## config.mk

```make
export PLATFORM = sky130hd
export DESIGN_NAME = parallel_in_serial_out_word_serializer
export DESIGN_NICKNAME = d
export VERILOG_FILES = /design/src/rtl/parallel_in_serial_out_word_serializer_pkg.sv /design/src/rtl/parallel_in_serial_out_word_serializer_word_holding_register.sv /design/src/rtl/parallel_in_serial_out_word_serializer.sv
export SDC_FILE = /design/constraint.sdc
export NUM_CORES = 1
export LEC_CHECK = 0
export ABC_AREA = 1
export CELL_PAD_IN_SITES_DETAIL_PLACEMENT = 1
export CELL_PAD_IN_SITES_GLOBAL_PLACEMENT = 2
export CORE_UTILIZATION = 33
export CTS_CLUSTER_SIZE = 20
export DETAILED_ROUTE_END_ITERATION = 8
export GPL_ROUTABILITY_DRIVEN = 0
export PLACE_DENSITY = 0.83
export SLEW_MARGIN = 30
export SYNTH_ARGS = -nofsm -noshare
export SYNTH_HDL_FRONTEND = slang
export SYNTH_SLANG_ARGS = --single-unit
export TNS_END_PERCENT = 5
```

## constraint.sdc

```tcl
create_clock -name Clk_In -period 4.4 [get_ports Clk_In]
set_clock_uncertainty 0.1 [all_clocks]
set_input_delay 0.88 -clock Clk_In [delete_from_list [all_inputs] [get_ports Clk_In]]
set_output_delay 0.88 -clock Clk_In [all_outputs]
set_load 0.01 [all_outputs]
```

## src/rtl/parallel_in_serial_out_word_serializer_pkg.sv

```systemverilog
// Shared types and constants for the parallel-in / serial-out word serializer.
package serializer_pkg;

  typedef enum logic {
    IDLE  = 1'b0,
    SHIFT = 1'b1
  } ser_state_t;

  localparam bit DEFAULT_IDLE_LEVEL = 1'b0;

  // Bit-counter width; at least one bit so a degenerate width still elaborates.
  function automatic int unsigned cnt_width(input int unsigned width);
    return (width < 2) ? 1 : $clog2(width);
  endfunction

endpackage

```

## src/rtl/parallel_in_serial_out_word_serializer_word_holding_register.sv

```systemverilog
// One-entry word buffer between the valid/ready source and the shifter.
module word_holding_register #(
  parameter int unsigned DATA_WIDTH = 32
) (
  input  logic                  i_clk,
  input  logic                  i_reset,
  input  logic [DATA_WIDTH-1:0] i_data,
  input  logic                  i_valid,
  input  logic                  i_drain,
  output logic [DATA_WIDTH-1:0] o_data,
  output logic                  o_full,
  output logic                  o_ready
);

  logic [DATA_WIDTH-1:0] r_data;
  logic                  r_full;
  logic                  w_accept;

  // Ready looks only at the registered flag, so a same-edge drain never enables an accept.
  assign o_ready  = !r_full && !i_reset;
  assign w_accept = i_valid && o_ready;

  always_ff @(posedge i_clk) begin
    if (i_reset) begin
      r_data <= '0;
      r_full <= 1'b0;
    end else if (w_accept) begin
      r_data <= i_data;
      r_full <= 1'b1;
    end else if (i_drain && r_full) begin
      r_full <= 1'b0;
    end
  end

  assign o_data = r_data;
  assign o_full = r_full;

endmodule

```

## src/rtl/parallel_in_serial_out_word_serializer.sv

```systemverilog
// Streams buffered parallel words one bit per Shift_En_In strobe, with
// gapless back-to-back frames via the holding register.
module parallel_in_serial_out_word_serializer
  import serializer_pkg::*;
#(
  parameter int unsigned DATA_WIDTH = 32,
  parameter bit          MSB_FIRST  = 1'b0,
  parameter bit          IDLE_LEVEL = DEFAULT_IDLE_LEVEL
) (
  input  logic                  Clk_In,
  input  logic                  Reset_In,
  input  logic [DATA_WIDTH-1:0] Parallel_Data_In,
  input  logic                  Data_Valid_In,
  output logic                  Data_Ready_Out,
  input  logic                  Shift_En_In,
  output logic                  Serial_Data_Out,
  output logic                  Serial_Valid_Out,
  output logic                  Frame_Start_Out,
  output logic                  Frame_Done_Out,
  output logic                  Busy_Out
);

  localparam int unsigned         CNT_W    = cnt_width(DATA_WIDTH);
  localparam logic [CNT_W-1:0]    LAST_CNT = CNT_W'(DATA_WIDTH - 1);

  ser_state_t            r_state;
  logic [DATA_WIDTH-1:0] r_shifter;
  logic [CNT_W-1:0]      r_bit_cnt;
  logic                  r_serial;
  logic                  r_start;
  logic                  r_done;

  ser_state_t            w_next_state;
  logic [DATA_WIDTH-1:0] w_next_shifter;
  logic [CNT_W-1:0]      w_next_bit_cnt;
  logic                  w_next_serial;
  logic                  w_next_start;
  logic                  w_next_done;

  logic [DATA_WIDTH-1:0] w_hold_data;
  logic                  w_hold_full;
  logic                  w_ready;
  logic                  w_last;
  logic                  w_load;

  word_holding_register #(
    .DATA_WIDTH (DATA_WIDTH)
  ) u_hold (
    .i_clk   (Clk_In),
    .i_reset (Reset_In),
    .i_data  (Parallel_Data_In),
    .i_valid (Data_Valid_In),
    .i_drain (w_load),
    .o_data  (w_hold_data),
    .o_full  (w_hold_full),
    .o_ready (w_ready)
  );

  always_ff @(posedge Clk_In) begin
    if (Reset_In) begin
      r_state   <= IDLE;
      r_shifter <= '0;
      r_bit_cnt <= '0;
      r_serial  <= IDLE_LEVEL;
      r_start   <= 1'b0;
      r_done    <= 1'b0;
    end else begin
      r_state   <= w_next_state;
      r_shifter <= w_next_shifter;
      r_bit_cnt <= w_next_bit_cnt;
      r_serial  <= w_next_serial;
      r_start   <= w_next_start;
      r_done    <= w_next_done;
    end
  end

  always_comb begin
    w_next_state   = r_state;
    w_next_shifter = r_shifter;
    w_next_bit_cnt = r_bit_cnt;
    w_next_serial  = r_serial;
    w_next_start   = 1'b0;
    w_next_done    = 1'b0;

    w_last = (r_state == SHIFT) && Shift_En_In && (r_bit_cnt == LAST_CNT);
    w_load = w_hold_full && ((r_state == IDLE) || w_last);

    w_next_done = w_last;

    // A load on the last-bit edge replaces the retire-to-idle path, keeping frames contiguous.
    if (w_load) begin
      w_next_state   = SHIFT;
      w_next_shifter = w_hold_data;
      w_next_bit_cnt = '0;
      w_next_serial  = MSB_FIRST ? w_hold_data[DATA_WIDTH-1] : w_hold_data[0];
      w_next_start   = 1'b1;
    end else if ((r_state == SHIFT) && Shift_En_In) begin
      if (w_last) begin
        w_next_state  = IDLE;
        w_next_serial = IDLE_LEVEL;
      end else begin
        w_next_bit_cnt = r_bit_cnt + CNT_W'(1);
        if (MSB_FIRST) begin
          w_next_shifter = {r_shifter[DATA_WIDTH-2:0], 1'b0};
          w_next_serial  = r_shifter[DATA_WIDTH-2];
        end else begin
          w_next_shifter = {1'b0, r_shifter[DATA_WIDTH-1:1]};
          w_next_serial  = r_shifter[1];
        end
      end
    end
  end

  assign Data_Ready_Out   = w_ready;
  assign Serial_Data_Out  = r_serial;
  assign Serial_Valid_Out = (r_state == SHIFT);
  assign Frame_Start_Out  = r_start;
  assign Frame_Done_Out   = r_done;
  assign Busy_Out         = (r_state == SHIFT) || w_hold_full;

endmodule

```

**Yosys cells after proc, flatten, opt, wreduce, memory -nomap -nowiden**

Cells that the tools add are included.
Widths: inputs -> output; s select.

- Flip-flop bits (word level): 74
- Latch bits: 0
- RAM bits: 0
- Memory bits (read-only): 0
- Input bits: 36
- Output and inout bits: 6
- Memories kept: 0

- $add $sub $neg: 1
- Multiply operators: 0
- Div/mod/pow operators: 0
- Magnitude comparators: 0
- Equal/unequal tests: 2
- Shift-type cells: 0
- Muxes and demuxes: 12
- Bitwise operators: 2
- Reduce and logical (&&, ||, !) cells: 17

Operator list:

| operator | count |
|---|---|
| $mux 32 | 3 |
| $mux 1 | 9 |
| $logic_and 1x1->1 | 6 |
| $reduce_and 2->1 | 3 |
| $reduce_bool 2->1 | 3 |
| $add 5x1->5 const B | 1 |
| $eq 5x5->1 const B | 1 |
| $logic_not 1->1 | 2 |
| $logic_or 1x1->1 | 2 |
| $ne 2x1->1 const B | 1 |
| $not 1->1 | 2 |
| $reduce_or 2->1 | 1 |

**Logic depth before layout (Yosys ltp)**

- Word-level depth: 7
- Depth in mapped cells: 10

**Cells and area by module**

From an unflattened synthesis, not the netlist that was laid out.

- Cells, all modules: 531
- Area total of the unflattened synthesis: 3,482.1 µm²

Modules (own cells, without submodules):

| module | instances | cells each | area an instance (µm²) | sequential area each (µm²) |
|---|---|---|---|---|
| parallel_in_serial_out_word_serializer | 1 | 319 | 2,034.5 | 800.8 |
| word_holding_register | 1 | 212 | 1,447.6 | 660.6 |

**Worst setup path before layout**

No wires, ideal clock.

- Path kind: input to output
- From: input Reset_In
- To: output Data_Ready_Out
- Data arrival time: 1.430 ns
- Required time: 3.420 ns
- Setup slack: 1.990 ns
- Stages: 3
- Cell sequence: buf_2 > buf_1 > nor2_1

- Longest elaborated chain between the ends: 2

Ends and longest elaborated chain:

| what | line | text |
|---|---|---|
| from (decl) | parallel_in_serial_out_word_serializer.sv:11 | `input logic Reset_In,` |
| $logic_not 1->1 | parallel_in_serial_out_word_serializer_word_holding_register.sv:20 | `assign o_ready = !r_full && !i_reset;` |
| $logic_and 1x1->1 | parallel_in_serial_out_word_serializer_word_holding_register.sv:20 |  |
| to (decl) | parallel_in_serial_out_word_serializer.sv:14 | `output logic Data_Ready_Out,` |

Every way passes these cells.

**Worst setup path after layout**

- From: input Shift_En_In
- To: register r_serial, in the netlist Serial_Data_Out

- Longest elaborated chain between the ends: 5
- Elaborated cells between the ends (all ways): 8
- Classes of those cells: mux: 3; reduce/logical: 5

Ends and longest elaborated chain:

| what | line | text |
|---|---|---|
| from (decl) | parallel_in_serial_out_word_serializer.sv:15 | `input logic Shift_En_In,` |
| $logic_and 1x1->1 * | parallel_in_serial_out_word_serializer.sv:85, parallel_in_serial_out_word_serializer.sv:97 |  |
| $logic_and 1x1->1 | parallel_in_serial_out_word_serializer.sv:85 | `w_last = (r_state == SHIFT) && Shift_En_In && (r_bit_cnt == LAST_CNT);` |
| $mux 1 / $logic_or 1x1->1 (equally long branches) | parallel_in_serial_out_word_serializer.sv:98, parallel_in_serial_out_word_serializer.sv:86 |  |
| $mux 1 / $logic_and 1x1->1 (equally long branches) | parallel_in_serial_out_word_serializer.sv:97, parallel_in_serial_out_word_serializer.sv:86 |  |
| $mux 1 / $reduce_bool 2->1 (equally long branches) | n/a |  |
| to (signal assigned) | parallel_in_serial_out_word_serializer.sv:71 | `r_serial <= w_next_serial;` |
| to (decl) | parallel_in_serial_out_word_serializer.sv:29 | `logic r_serial;` |

Every way passes the cells marked *; elsewhere a longest branch is shown, timed or not. The select of a mux whose other input is x is not followed.
A chain may end at the register's enable or synchronous reset.

==> out/results.ini <==
[global_routing]
grt_pass1_vias=2895
grt.overflow.total=0
grt_pass1_wl_um=13200
antenna_found_initial=0
grt_start_max_net_pins=67
grt_use_total=0.166

[critical_path]
critPathLaunchType=input pin
critPathMaxFanout=44
crit_required_ns=4.54
cp_num_buf_inv=3
rrSetupSlack_ns=1.49
critPathArrivalTime_ns=3.10
critical-path-max-stage-delay_ns=0.56
path_common_cell=nand2_1
slowest_stage=nand2_2
cp_top_family=simple AND/OR/NAND/NOR gates
cp-end-kind=flop
crit_type=in2reg
cp_cell_sequence=clkdlybuf4s50_1 > nand3_1 > nand2_1 > buf_4 > nand2_2 > nand2_1 > inv_1 > o21ai_0 > nand2_1

[finish]
finalNetCount=493
drive_above_1_share=0.0609
multi_input_area_um2=1380
final_core_util=0.413
register_area_um2=1460
n_fill_cell=1166
areaGrowthSynthToFinish_pct=20.7
diodes=0

[detailed_routing]
drt_iter0_drc=91
drc=0
drt_wl_total_um=7570
dr_total_vias=2844
drt_pass1_iterations=4
vias_per_cell=4.83
avgRoutedWirePerCell_um=12.9
ant_nets=0

[sta]
setup_viol=0
finalMaxSlewViolations=0
relSlewSlack=0.456
fin_crit_sh=0.674
period_minus_slack_ns=2.96
tns_ns=0
hold_viol_final=0
rsz0062_at_grt=no
max_clock_freq_ghz=0.337
tightest_slew_ns=0.813

[floorplan]
ios=42
die_h_um=99.9
start_util=0.342
core_um2=9240
fp.dieArea_um2=9970
placementRows=35
die_w_um=99.9

[hold_path]
hold_class=reg2reg

[clocking]
post_cts_buffers=0
cts_root_buf=clkbuf_8
post_cts_resized=0
cts_inserted_buffers=9
cts.sinks=73
clk_latency_ns=0.34
holdBufCountCts=0
cts_tree=built
htreeDepth=3
clkTransAtPathRegs_ns=0.08
clock_path_buffers=2

[synthesis]
yosysUniqueCellTypes=24
ys.flop_type=dfxtp_1
syn_inst=430
ys_ff_latch=73
ys_warn_count=0
synth_edf_count=0
yosysSeqAreaShare=0.462
syn_avg_cell_area_um2=7.35
syn_nets=468
async_reset_ff_frac=0
synth_area_um2=3160

[power]
power.total_mw=1.55
vdd_drop_max_uv=135
p_leak_nw=1.53
power_density_nw_per_um2=407

[placement]
dp_hpwl_um=4680
io_buffers=41

[job]
cap_violations=0

[status]
status=complete, no violations

-- path summary, 6_finish.rpt --
path	start	end	cells past startpoint
max	Shift_En_In	Serial_Data_Out	9
min	u_hold.o_data[2]	u_hold.o_data[2]	2
max reg2reg	r_bit_cnt[0]	Serial_Data_Out	11
min reg2reg	u_hold.o_data[2]	u_hold.o_data[2]	2
-- tightest hold or removal path: cells and delay by family, from the launching register on --
family | cells | cell delay, ns
DFF | 1 | 0.30
AOI/OAI and AO/OA | 1 | 0.07
buffers and inverters | 1 | 0.06
-- per-stage QoR --
stage               worst slack (ns)  hold slack, ns  area [um^2]  std cells
floorplan                       1.99           0.326         3160        430
global placement                1.14           0.346         3590        573
detailed placement              1.05           0.356         3590        573
CTS                             1.42           0.380         3820        589
global route                    1.16           0.394         3820        589
finish                          1.44           0.373         3820        589
-- cell type report --
type                    count  share of cell area
multi-input cells         287               0.360
clock buffers              11              0.0397
repair buffers             47               0.118
flip-flops and latches     73               0.383
inverters                  37              0.0364
clock inverters             5              0.0203
well taps                 129              0.0423
-- sequential cells by signal, summed over array words and instances, names as in the netlist --
name,count
Frame_Start_Out,1
u_hold.o_full,1
Serial_Valid_Out,1
u_hold.o_data,32
r_shifter,31
Serial_Data_Out,1
Frame_Done_Out,1
r_bit_cnt,5
-- where the power goes --
group | switching (mW) | internal (mW) | leakage, nW | total [mW]
logic | 0.129 | 0.0897 | 0.812 | 0.219
clock network | 0.251 | 0.348 | 0.115 | 0.600
registers | 0.0216 | 0.713 | 0.600 | 0.735
-- layer usage --
| metal | track usage | wire (um) | up-vias |
|---|---|---|---|
| li1 | - | - | 1452 |
| met1 | 0.201 | 3590 | 1349 |
| met4 | 0.0611 | 116 | 0 |
| met2 | 0.291 | 3700 | 32 |
| met3 | 0.0313 | 160 | 11 |
| met5 | 0 | 0 | - |
-- cell usage after synthesis (2+ instances only) --
| master | count | area [um^2] |
|---|---|---|
| a21oi_1 | 36 | 180 |
| buf_1 | 2 | 7.51 |
| buf_2 | 16 | 80.1 |
| buf_4 | 3 | 22.5 |
| buf_6 | 4 | 45.0 |
| clkbuf_1 | 8 | 30.0 |
| dfxtp_1 | 73 | 1460 |
| ha_1 | 2 | 25.0 |
| inv_1 | 36 | 135 |
| nand2_1 | 137 | 514 |
| nand3_1 | 63 | 315 |
| nor2_1 | 6 | 22.5 |
| o21ai_0 | 4 | 20.0 |
| o31ai_1 | 30 | 225 |
-- logic make-up after synthesis --
logic type,share of synthesized area
flops,0.462
buf+inv,0.103
fa+ha+maj,0.00792
xor+xnor,0.00277
compound gates,0.136
simple gates,0.288
-- cells in the final DEF, fill, tap and decap left out, types with 6 or more instances in the layout --
master / count
a21oi_1: 36
buf_4: 6
clkbuf_8: 11
clkdlybuf4s50_1: 40
dfxtp_1: 73
inv_1: 36
nand2_1: 137
nand3_1: 63
nor2_1: 6
o31ai_1: 30
No activity file was read; power rests on OpenSTA's default activity.
